## src/rtl/csa_accum_sequencer.sv

```systemverilog
// Frame accumulator: two operands plus running sum per beat through a
// three-operand carry-save adder, result presented on a valid/ready port.
module csa_accum_sequencer #(
    parameter int W         = 4,
    parameter int ACC_W     = 8,
    parameter int MAX_BEATS = 16
) (
    input  logic             clk,
    input  logic             rst,
    input  logic             op_valid,
    output logic             op_ready,
    input  logic [W-1:0]     op_a,
    input  logic [W-1:0]     op_b,
    input  logic             op_last,
    output logic             res_valid,
    input  logic             res_ready,
    output logic [ACC_W-1:0] res_sum,
    output logic [7:0]       res_beats,
    output logic             res_ovf,
    output logic             res_trunc
);

    localparam int N = ACC_W + 1;

    typedef enum logic [1:0] {IDLE, ACC, DONE} state_t;

    state_t           state, state_n;
    logic [ACC_W-1:0] acc, acc_n;
    logic [7:0]       beats, beats_n;
    logic             ovf, ovf_n;
    logic             trunc, trunc_n;

    logic [N-1:0] x, y, z, ps, maj, pc, tot;
    logic         rc;
    logic         accept, limit;

    assign x = {1'b0, acc};
    assign y = {{(N-W){1'b0}}, op_a};
    assign z = {{(N-W){1'b0}}, op_b};

    // 3:2 compression, then a ripple resolve of sum and shifted carry
    assign ps  = x ^ y ^ z;
    assign maj = (x & y) | (x & z) | (y & z);
    assign pc  = {maj[N-2:0], 1'b0};

    always_comb begin
        tot = '0;
        rc  = 1'b0;
        for (int i = 0; i < N; i++) begin
            tot[i] = ps[i] ^ pc[i] ^ rc;
            rc     = (ps[i] & pc[i]) | (ps[i] & rc) | (pc[i] & rc);
        end
    end

    assign op_ready  = (state != DONE);
    assign res_valid = (state == DONE);
    assign accept    = op_valid & op_ready;
    assign limit     = ((beats + 8'd1) == 8'(MAX_BEATS));

    assign res_sum   = acc;
    assign res_beats = beats;
    assign res_ovf   = ovf;
    assign res_trunc = trunc;

    always_comb begin
        state_n = state;
        acc_n   = acc;
        beats_n = beats;
        ovf_n   = ovf;
        trunc_n = trunc;
        unique case (state)
            IDLE, ACC: begin
                if (accept) begin
                    acc_n   = tot[ACC_W-1:0];
                    ovf_n   = ovf | tot[ACC_W];
                    beats_n = beats + 8'd1;
                    if (op_last) begin
                        state_n = DONE;
                    end else if (limit) begin
                        state_n = DONE;
                        trunc_n = 1'b1;
                    end else begin
                        state_n = ACC;
                    end
                end
            end
            DONE: begin
                if (res_ready) begin
                    state_n = IDLE;
                    acc_n   = '0;
                    beats_n = '0;
                    ovf_n   = 1'b0;
                    trunc_n = 1'b0;
                end
            end
            default: state_n = IDLE;
        endcase
    end

    always_ff @(posedge clk or posedge rst) begin
        if (rst) begin
            state <= IDLE;
            acc   <= '0;
            beats <= '0;
            ovf   <= 1'b0;
            trunc <= 1'b0;
        end else begin
            state <= state_n;
            acc   <= acc_n;
            beats <= beats_n;
            ovf   <= ovf_n;
            trunc <= trunc_n;
        end
    end

endmodule

```

## config.mk

```make
export PLATFORM = sky130hd
export DESIGN_NAME = csa_accum_sequencer
export DESIGN_NICKNAME = d
export VERILOG_FILES = /design/src/rtl/csa_accum_sequencer.sv
export SDC_FILE = /design/constraint.sdc
export NUM_CORES = 1
export LEC_CHECK = 0
export CORE_MARGIN = 1.5
export CORE_UTILIZATION = 53
export CTS_BUF_LIST = sky130_fd_sc_hd__clkbuf_8
export DETAILED_ROUTE_END_ITERATION = 16
export PLACE_DENSITY = 0.9
export SLEW_MARGIN = 10
export SYNTH_ARGS = -nofsm -noshare
export SYNTH_HDL_FRONTEND = slang
export SYNTH_SLANG_ARGS = --single-unit
```

## constraint.sdc

```tcl
create_clock -name clk -period 9.4 [get_ports clk]
set_clock_uncertainty 0.2 [all_clocks]
set_input_delay 1.88 -clock clk [delete_from_list [all_inputs] [get_ports clk]]
set_output_delay 1.88 -clock clk [all_outputs]
set_load 0.03 [all_outputs]
```

## Yosys cells after proc, flatten, opt, wreduce, memory -nomap -nowiden

Index checks and enable logic that the tools add are counted.

| storage, ports and cells | value |
|---|---|
| bits in registers | 20 |
| latch bits | 0 |
| memory bits (writable) | 0 |
| bits in read-only memories | 0 |
| input port bits | 13 |
| output and inout bits | 20 |
| word-level logic and storage cells | 92 |
| memories kept | 0 |

| cells by class | value |
|---|---|
| add/subtract/negate cells | 1 |
| multipliers | 0 |
| div/mod/pow operators | 0 |
| $lt $le $gt $ge | 0 |
| eq/ne operators | 8 |
| shift-type cells | 0 |
| multiplexer cells | 17 |
| bitwise gates (word level) | 55 |
| reductions and logical operators | 6 |

Operators by type and width:

| cell | count |
|---|---|
| $pmux W8 S2 | 2 |
| $mux W8 | 3 |
| $and A1 B1 Y1 | 20 |
| $and A8 B4 Y8 | 2 |
| $xor A8 B4 Y8 | 2 |
| $xor A1 B1 Y1 | 14 |
| $or A1 B1 Y1 | 13 |
| $add A8 B1 Y8 const B | 1 |
| $eq A8 B5 Y1 const B | 1 |
| $mux W2 | 4 |
| $ne A2 B2 Y1 const B | 4 |
| $or A8 B4 Y8 | 1 |
| $or A8 B8 Y8 | 1 |
| $mux W1 | 5 |
| $reduce_and A5 Y1 | 1 |
| $and A4 B4 Y4 | 1 |
| $pmux W1 S2 | 2 |
| $pmux W2 S2 | 1 |
| $reduce_and A3 Y1 | 1 |
| $eq A2 B1 Y1 const B | 1 |
| $eq A2 B2 Y1 const B | 1 |
| $logic_not A2 Y1 | 1 |
| $ne A2 B1 Y1 const B | 1 |
| $reduce_and A2 Y1 | 1 |
| 3 further kinds | 3 |

## Depth between registers and ports, before layout

Gate-level depths: netlist of run 1.

| logic depth | value |
|---|---|
| depth in word-level cells | 26 |
| mapped depth | 14 |
| mapped depth without buffers | 14 |

## Worst setup path after synthesis of run 1

Ideal clock, no wire load.

| timing path | value |
|---|---|
| path kind | input port to flip-flop |
| start | input op_a[1] |
| end | register acc[7], in the netlist res_sum[7] |
| setup time | 0.121 ns |
| arrival time | 4.222 ns |
| data required time | 9.079 ns |
| path slack | 4.857 ns |
| stages | 13 |
| path buffers | 0 |
| path through | inv_1 fa_1 inv_1 ha_1 inv_1 fa_1 fa_1 inv_1 fa_1 ha_1 ha_1 ha_1 a22o_1 |

| on the way | value |
|---|---|
| longest elaborated chain between the ends | 21 |
| elaborated cells between the ends (all ways) | 31 |
| classes of those cells | 2 x mux; 29 x bitwise |

RTL lines:

| item | RTL line | source |
|---|---|---|
| start, declared | 12 | `input logic [W-1:0] op_a,` |
| $and A8 B4 Y8 or $xor A8 B4 Y8 (tied branches) | 43, 42 |  |
| $or A8 B8 Y8 or $xor A8 B4 Y8 (tied branches) | 43, 42 |  |
| $or A8 B4 Y8 or $and A1 B1 Y1 (tied branches) | 43, 51 |  |
| $and A1 B1 Y1 | 51 | `rc = (ps[i] & pc[i]) \| (ps[i] & rc) \| (pc[i] & rc);` |
| $or A1 B1 Y1 | 51 |  |
| $or A1 B1 Y1 (*) | 51 |  |
| $and A1 B1 Y1 | 51 |  |
| $or A1 B1 Y1 | 51 |  |
| [... 5 more ...] | -- |  |
| $or A1 B1 Y1 | 51 |  |
| $or A1 B1 Y1 (*) | 51 |  |
| $and A1 B1 Y1 | 51 |  |
| $or A1 B1 Y1 | 51 |  |
| $or A1 B1 Y1 (*) | 51 |  |
| $xor A1 B1 Y1 (*) | 50 | `tot[i] = ps[i] ^ pc[i] ^ rc;` |
| $mux W8 (*) | 73 | `if (accept) begin` |
| $pmux W8 S2 (*) | 71 | `unique case (state)` |
| end signal, assigned | 109 | `acc <= acc_n;` |
| end, declared | 28 | `logic [ACC_W-1:0] acc, acc_n;` |

Every way passes the cells marked *; elsewhere a longest branch is shown, timed or not. The select of a mux whose other input is x is not followed.
A chain may end at the register's enable or synchronous reset.

## Worst setup path in the final report of run 1

Ends and elaborated chain as after synthesis.

==> metrics.yaml, run 1 <==
clocking:
  htree_levels: 1
  clk_pin_slew_worst_paths_ns: 0.08
  cts_tree: "yes"
  root_buffer: "clkbuf_8"
  cts_sinks: 20
  ctsResizeCount: 0
  clk_path_buf_depth: 2
  postCtsHoldBufs: 0
  postCtsSetupRepairBufs: 0
  cts_inserted_buffers: 3
  clk_latency_ns: 0.26
power_and_ir_drop:
  p_total_mw: 0.408
  p_per_area_nw_per_um2: 260
  peakVddDrop_mv: 0.210
  leakagePower_nw: 0.705
sta:
  maxSlewHeadroom: 0.356
  drv_slew: 0
  period_needed_ns: 4.87
  tightest_slew_ns: 0.963
  tns_ns: 0
  fmax_mhz: 206
  hold-worst-slack_ns: 0.317
  final-hold-violation-count: 0
  setup_viol: 0
  rsz0062_at_grt: "false"
  finalWorstSetupSlack_ns: 4.53
  min_period_over_period: 0.518
global_routing:
  grt_overflow: 0
  grt_pass1_wl_um: 4900
  grt.total_usage: 0.255
  grt_max_degree: 21
  grt_pass1_vias: 1084
  antenna_found_initial: 0
synth:
  synthTopCellsByArea: "dfrtp_1 42%, fa_1 12%, o21ai_0 5.5%"
  yosysMostFrequentCell: "dfrtp_1"
  synth_top_flop_cell: "dfrtp_1"
  synth_xor_area_frac: 0.00741
  syn_nets: 142
  synthSimpleGateAreaFrac: 0.137
  synth_area_sq_um: 1180
  synth.distinct_cells: 31
  synth_cells: 117
  ys_ff_latch: 20
  synth_top_area_cell: "dfrtp_1"
  synth_top_family_by_area: "compound AO/OA/AOI/OAI gates"
  async_flop_share: 1.00
  synth_compound_area_frac: 0.198
  synth-edff-count: 0
  synth_fa_ha_area_frac: 0.171
  ys_seq_area_frac: 0.423
  synth.top_cell.area_share: 0.423
  synthMuxAreaShare: 0
  synth_warnings: 0
  synth_commonest_cells: "20 x dfrtp_1, 13 x inv_1, 13 x o21ai_0, 11 x nand2_1"
  synth_area_per_cell_sq_um: 10.1
worst_setup_path:
  r2r-end: "res_sum[7]"
  regToRegSetupSlack_ns: 6.25
  r2r_start: "res_sum[1]"
  cp.required_ns: 9.35
  worstPathArrival_ns: 4.82
  path_class: "in2reg"
  crit_end: "res_sum[7]"
  crit_path_start_kind: "input port"
  path_max_fanout: 1
  worstRegToRegCells: 13
  startpoint: "op_a[1]"
  crit_path_end_kind: "flop"
routing:
  antenna_left: 0
  drc: 0
  first_pass_iters: 4
  initialDrtViolationCount: 36
  vias: 1053
  routed_wl_um: 2780
  post_drt_wl_per_cell_um: 15.8
  viasPerCell: 5.98
die:
  io_pins: 33
  dieArea_sq_um: 2520
  core_area_sq_um: 2020
  num_rows: 16
  dieWidth_um: 50.2
  floorplan.initialDensity: 0.585
  fp.dieH_um: 50.2
outcome:
  status: "complete, no violations"
flow_run:
  max-cap-violations: 0
min_path:
  hold_class: "reg2reg"
placed_design:
  post-place-ws_ns: 4.21
  io_buffers: 32
  place_area_sq_um: 1520
  dp_hpwl_um: 2020
  globalplace.congestion: 0.791
  dp_cells: 172
final_layout:
  fin_cells: 176
  area_delta_synth_final_pct: 33.0
  final_core_util: 0.778
  drive_gt1_frac: 0.0537
  antenna_cells: 0
  nets: 175
  final_area_sq_um: 1570
-- cell type report --
class | count | area, sq um
clock buffers | 4 | 55.1
fillers | 143 | 449
inverters | 13 | 48.8
multi-input cells | 79 | 607
flip-flops and latches | 20 | 500
well taps | 27 | 33.8
repair buffers | 33 | 328
-- kinds of logic (layout without fill, tap and decap cells) --
group,count (synthesis),in the layout
AOI/OAI and AO/OA,35,35
and+or+nand+nor,31,31
DFF,20,20
buffers and inverters,18,50
adders and majority gates,12,12
xor gates and xnor gates,1,1
-- layout by cell type (no fill, tap or decap), types with 3 or more instances in the layout --
cell type,instances
clkdlybuf4s50_1,32
dfrtp_1,20
inv_1,13
o21ai_0,13
nand2_1,11
a22o_1,7
fa_1,7
nor2_1,6
a21oi_1,5
ha_1,5
clkbuf_8,4
and3_1,3
-- worst min-delay path by stage --
stage | to | startpoint | cells after the start
after floorplan | res_ovf | state[1] | 2
after CTS | res_ovf | res_ovf | 2
after global placement | res_trunc | res_trunc | 1
after global routing | res_trunc | res_trunc | 1
after detailed placement | res_ovf | res_ovf | 2
final | res_ovf | res_ovf | 2
-- routing by layer --
layer	vias to the layer above	GRT usage	routed length (um)
met1	535	0.325	1120
li1	471	-	-
met2	41	0.423	1470
met3	6	0.0565	158
met5	-	0	0
met4	0	0.0926	29
-- sequential cells by signal, indices dropped and copies added (netlist names) --
| register | cells |
|---|---|
| res_sum | 8 |
| state | 2 |
| res_ovf | 1 |
| res_trunc | 1 |
| res_beats | 8 |
-- report_power, final --
part	internal [mW]	total, mW	switching (mW)
combinational	0.0897	0.200	0.110
clock	0.0373	0.0662	0.0289
sequential	0.110	0.142	0.0316
total	0.237	0.408	0.171
-- worst max-delay path, cell delays in order --
cell	delay [ns]
clkdlybuf4s50_1	0.45
inv_1	0.05
fa_1	0.53
inv_1	0.04
ha_1	0.18
inv_1	0.07
fa_1	0.18
fa_1	0.16
inv_1	0.05
fa_1	0.37
ha_1	0.20
ha_1	0.19
ha_1	0.27
a22o_1	0.21
Note: power is estimated with default switching activity, not from simulation.
==> run 2, diff against run 1 <==
CORE_UTILIZATION = 49   (was 53)
PLACE_DENSITY = 0.84   (was 0.9)
clock period = 4.5 ns   (was 9.4 ns; I/O delays follow)
==> metrics.yaml, run 2 (same netlist as run 1, synthesis figures left out) <==
outcome:
  status: "complete, no violations"  # unchanged
clocking:
  htree_levels: 1  # unchanged
  root_buffer: "clkbuf_8"  # unchanged
  cts_sinks: 20  # unchanged
  clk_latency_ns: 0.25  # was 0.26 ns
  clk_pin_slew_worst_paths_ns: 0.07  # was 0.08 ns
  postCtsHoldBufs: 0  # unchanged
  postCtsSetupRepairBufs: 0  # unchanged
  cts_inserted_buffers: 3  # unchanged
  ctsResizeCount: 0  # unchanged
  clk_path_buf_depth: 2  # unchanged
  cts_tree: "yes"  # unchanged
routing:
  antenna_left: 0  # unchanged
  vias: 1012  # was 1053
  routed_wl_um: 2600  # was 2780 um
  drc: 0  # unchanged
  first_pass_iters: 4  # unchanged
  initialDrtViolationCount: 23  # was 36
  post_drt_wl_per_cell_um: 14.7  # was 15.8 um
  viasPerCell: 5.72  # was 5.98
final_layout:
  final_cell_mix: "32 x clkdlybuf4s50_1, 20 x dfrtp_1, 13 x inv_1, 13 x o21ai_0, 11 x nand2_1"  # unchanged
  nets: 175  # unchanged
  drive_gt1_frac: 0.0537  # unchanged
  area_delta_synth_final_pct: 33.1  # was 33.0%
  final_common_cell: "clkdlybuf4s50_1"  # unchanged
  fin_cells: 177  # was 176
  final_area_sq_um: 1570  # about the same
  antenna_cells: 0  # unchanged
sta:
  min_period_over_period: 0.863
  maxSlewHeadroom: 0.379  # was 0.356
  rsz0062_at_grt: "false"  # unchanged
  final-hold-violation-count: 0  # unchanged
  hold-worst-slack_ns: 0.317  # about the same
  drv_slew: 0  # unchanged
  setup_viol: 0  # unchanged
  fmax_mhz: 258
  tns_ns: 0  # unchanged
  tightest_slew_ns: 0.928  # was 0.963 ns
  period_needed_ns: 3.88
worst_setup_path:
  startpoint: "op_a[1]"  # unchanged
  crit_path_end_kind: "flop"  # unchanged
  path_depth: 14  # unchanged
  path_cells: "clkdlybuf4s50_1, inv_1, fa_1, inv_1, ha_1, inv_1, fa_1, fa_1, inv_1, fa_1, ha_1, ha_1, ha_1, a22o_1"  # unchanged
  cp.required_ns: 4.44  # was 9.35 ns
  worstRegToRegCells: 13  # unchanged
  regToRegSetupSlack_ns: 1.36  # was 6.25 ns
  path_buf_inv: 5  # unchanged
  path_max_fanout: 1  # unchanged
  r2r-end: "res_sum[7]"  # unchanged
  cp_slowest_cell: "fa_1"  # unchanged
  r2r_start: "res_sum[1]"  # unchanged
  worstPathArrival_ns: 3.82  # was 4.82 ns
  crit_end: "res_sum[7]"  # unchanged
  worst_path_largest_cell_delay_ns: 0.53  # about the same
  crit_path_start_kind: "input port"  # unchanged
  critPathTopFamily: "adder cells"  # unchanged
  path_class: "in2reg"  # unchanged
power_and_ir_drop:
  switchingPower_mw: 0.345  # was 0.171 mW
  p_per_area_nw_per_um2: 533  # was 260 nW/um^2
  clkPwrFrac: 0.158  # was 0.162
  internal-power_mw: 0.495  # was 0.237 mW
  leakagePower_nw: 0.705  # unchanged
  p_seq_frac: 0.352  # was 0.348
  peakVddDrop_mv: 0.378  # was 0.210 mV
  p_sw_frac: 0.411  # was 0.418
  pwr-share-comb: 0.490  # about the same
global_routing:
  grt_pass1_wl_um: 4400  # was 4900 um
  grt_pass1_vias: 1047  # was 1084
  grt_overflow: 0  # unchanged
  grt_max_degree: 21  # unchanged
  antenna_found_initial: 0  # unchanged
  grt.total_usage: 0.217  # was 0.255
placed_design:
  dp_hpwl_um: 1890  # was 2020 um
  place_area_sq_um: 1520  # about the same
  globalplace.congestion: 0.862  # was 0.791
  io_buffers: 32  # unchanged
  dp_cells: 173  # was 172
flow_run:
  max-cap-violations: 0  # unchanged
die:
  num_rows: 17  # was 16
  fp.dieH_um: 52.1  # was 50.2 um
  dieArea_sq_um: 2720  # was 2520 sq um
  dieWidth_um: 52.1  # was 50.2 um
  core_area_sq_um: 2250  # was 2020 sq um
  floorplan.initialDensity: 0.524  # was 0.585
  io_pins: 33  # unchanged
min_path:
  hold_class: "reg2reg"  # unchanged
==> run 2: worst min-delay path by stage <==
stage | start | to | slack [ns] | cells past startpoint
after floorplan | state[1] | res_ovf | 0.42 | 2
after global placement | res_trunc | res_trunc | 0.28 | 1
after detailed placement | res_trunc | res_trunc | 0.29 | 1
after CTS | res_trunc | res_trunc | 0.31 | 1
after global routing | res_trunc | res_trunc | 0.32 | 1
final | res_trunc | res_trunc | 0.32 | 1
==> run 2: power by group through the flow <==
stage | clock (mW) | combinational [mW] | sequential, mW
4_1_cts | 0.137 | 0.418 | 0.295
6_report | 0.133 | 0.411 | 0.296
2_1_floorplan | 0 | 0.171 | 0.374
5_1_grt | 0.144 | 0.452 | 0.302
3_3_place_gp | 0 | 0.400 | 0.294
3_5_place_dp | 0 | 0.410 | 0.297
==> run 2: layer usage <==
layer  part of all wire  track usage
met2               0.52        0.376
met3              0.050       0.0460
met4             0.0054       0.0526
met1               0.42        0.275
met5                  0            0
==> run 2: layout make-up <==
| type | count | area (sq um) |
|---|---|---|
| fillers | 186 | 681 |
| repair buffers | 33 | 328 |
| well taps | 28 | 35.0 |
| inverters | 13 | 48.8 |
| multi-input cells | 79 | 607 |
| flip-flops and latches | 20 | 500 |
| clock buffers | 4 | 55.1 |
==> run 2: stage by stage <==
step	worst slack (ns)	utilization	total power [mW]
finish	0.619	0.698	0.839
global route	0.467	0.698	0.899
CTS	0.589	0.698	0.850
detailed placement	0.301	0.674	0.708
global placement	0.404	0.674	0.694
floorplan	0.937	-	0.546
==> run 3, diff against run 2 <==
CTS_CLUSTER_SIZE = 28   (was not set)
TNS_END_PERCENT = 1   (was not set)
==> results of run 3 <==
Final layout, timing and power as in run 2 (identical DEF).
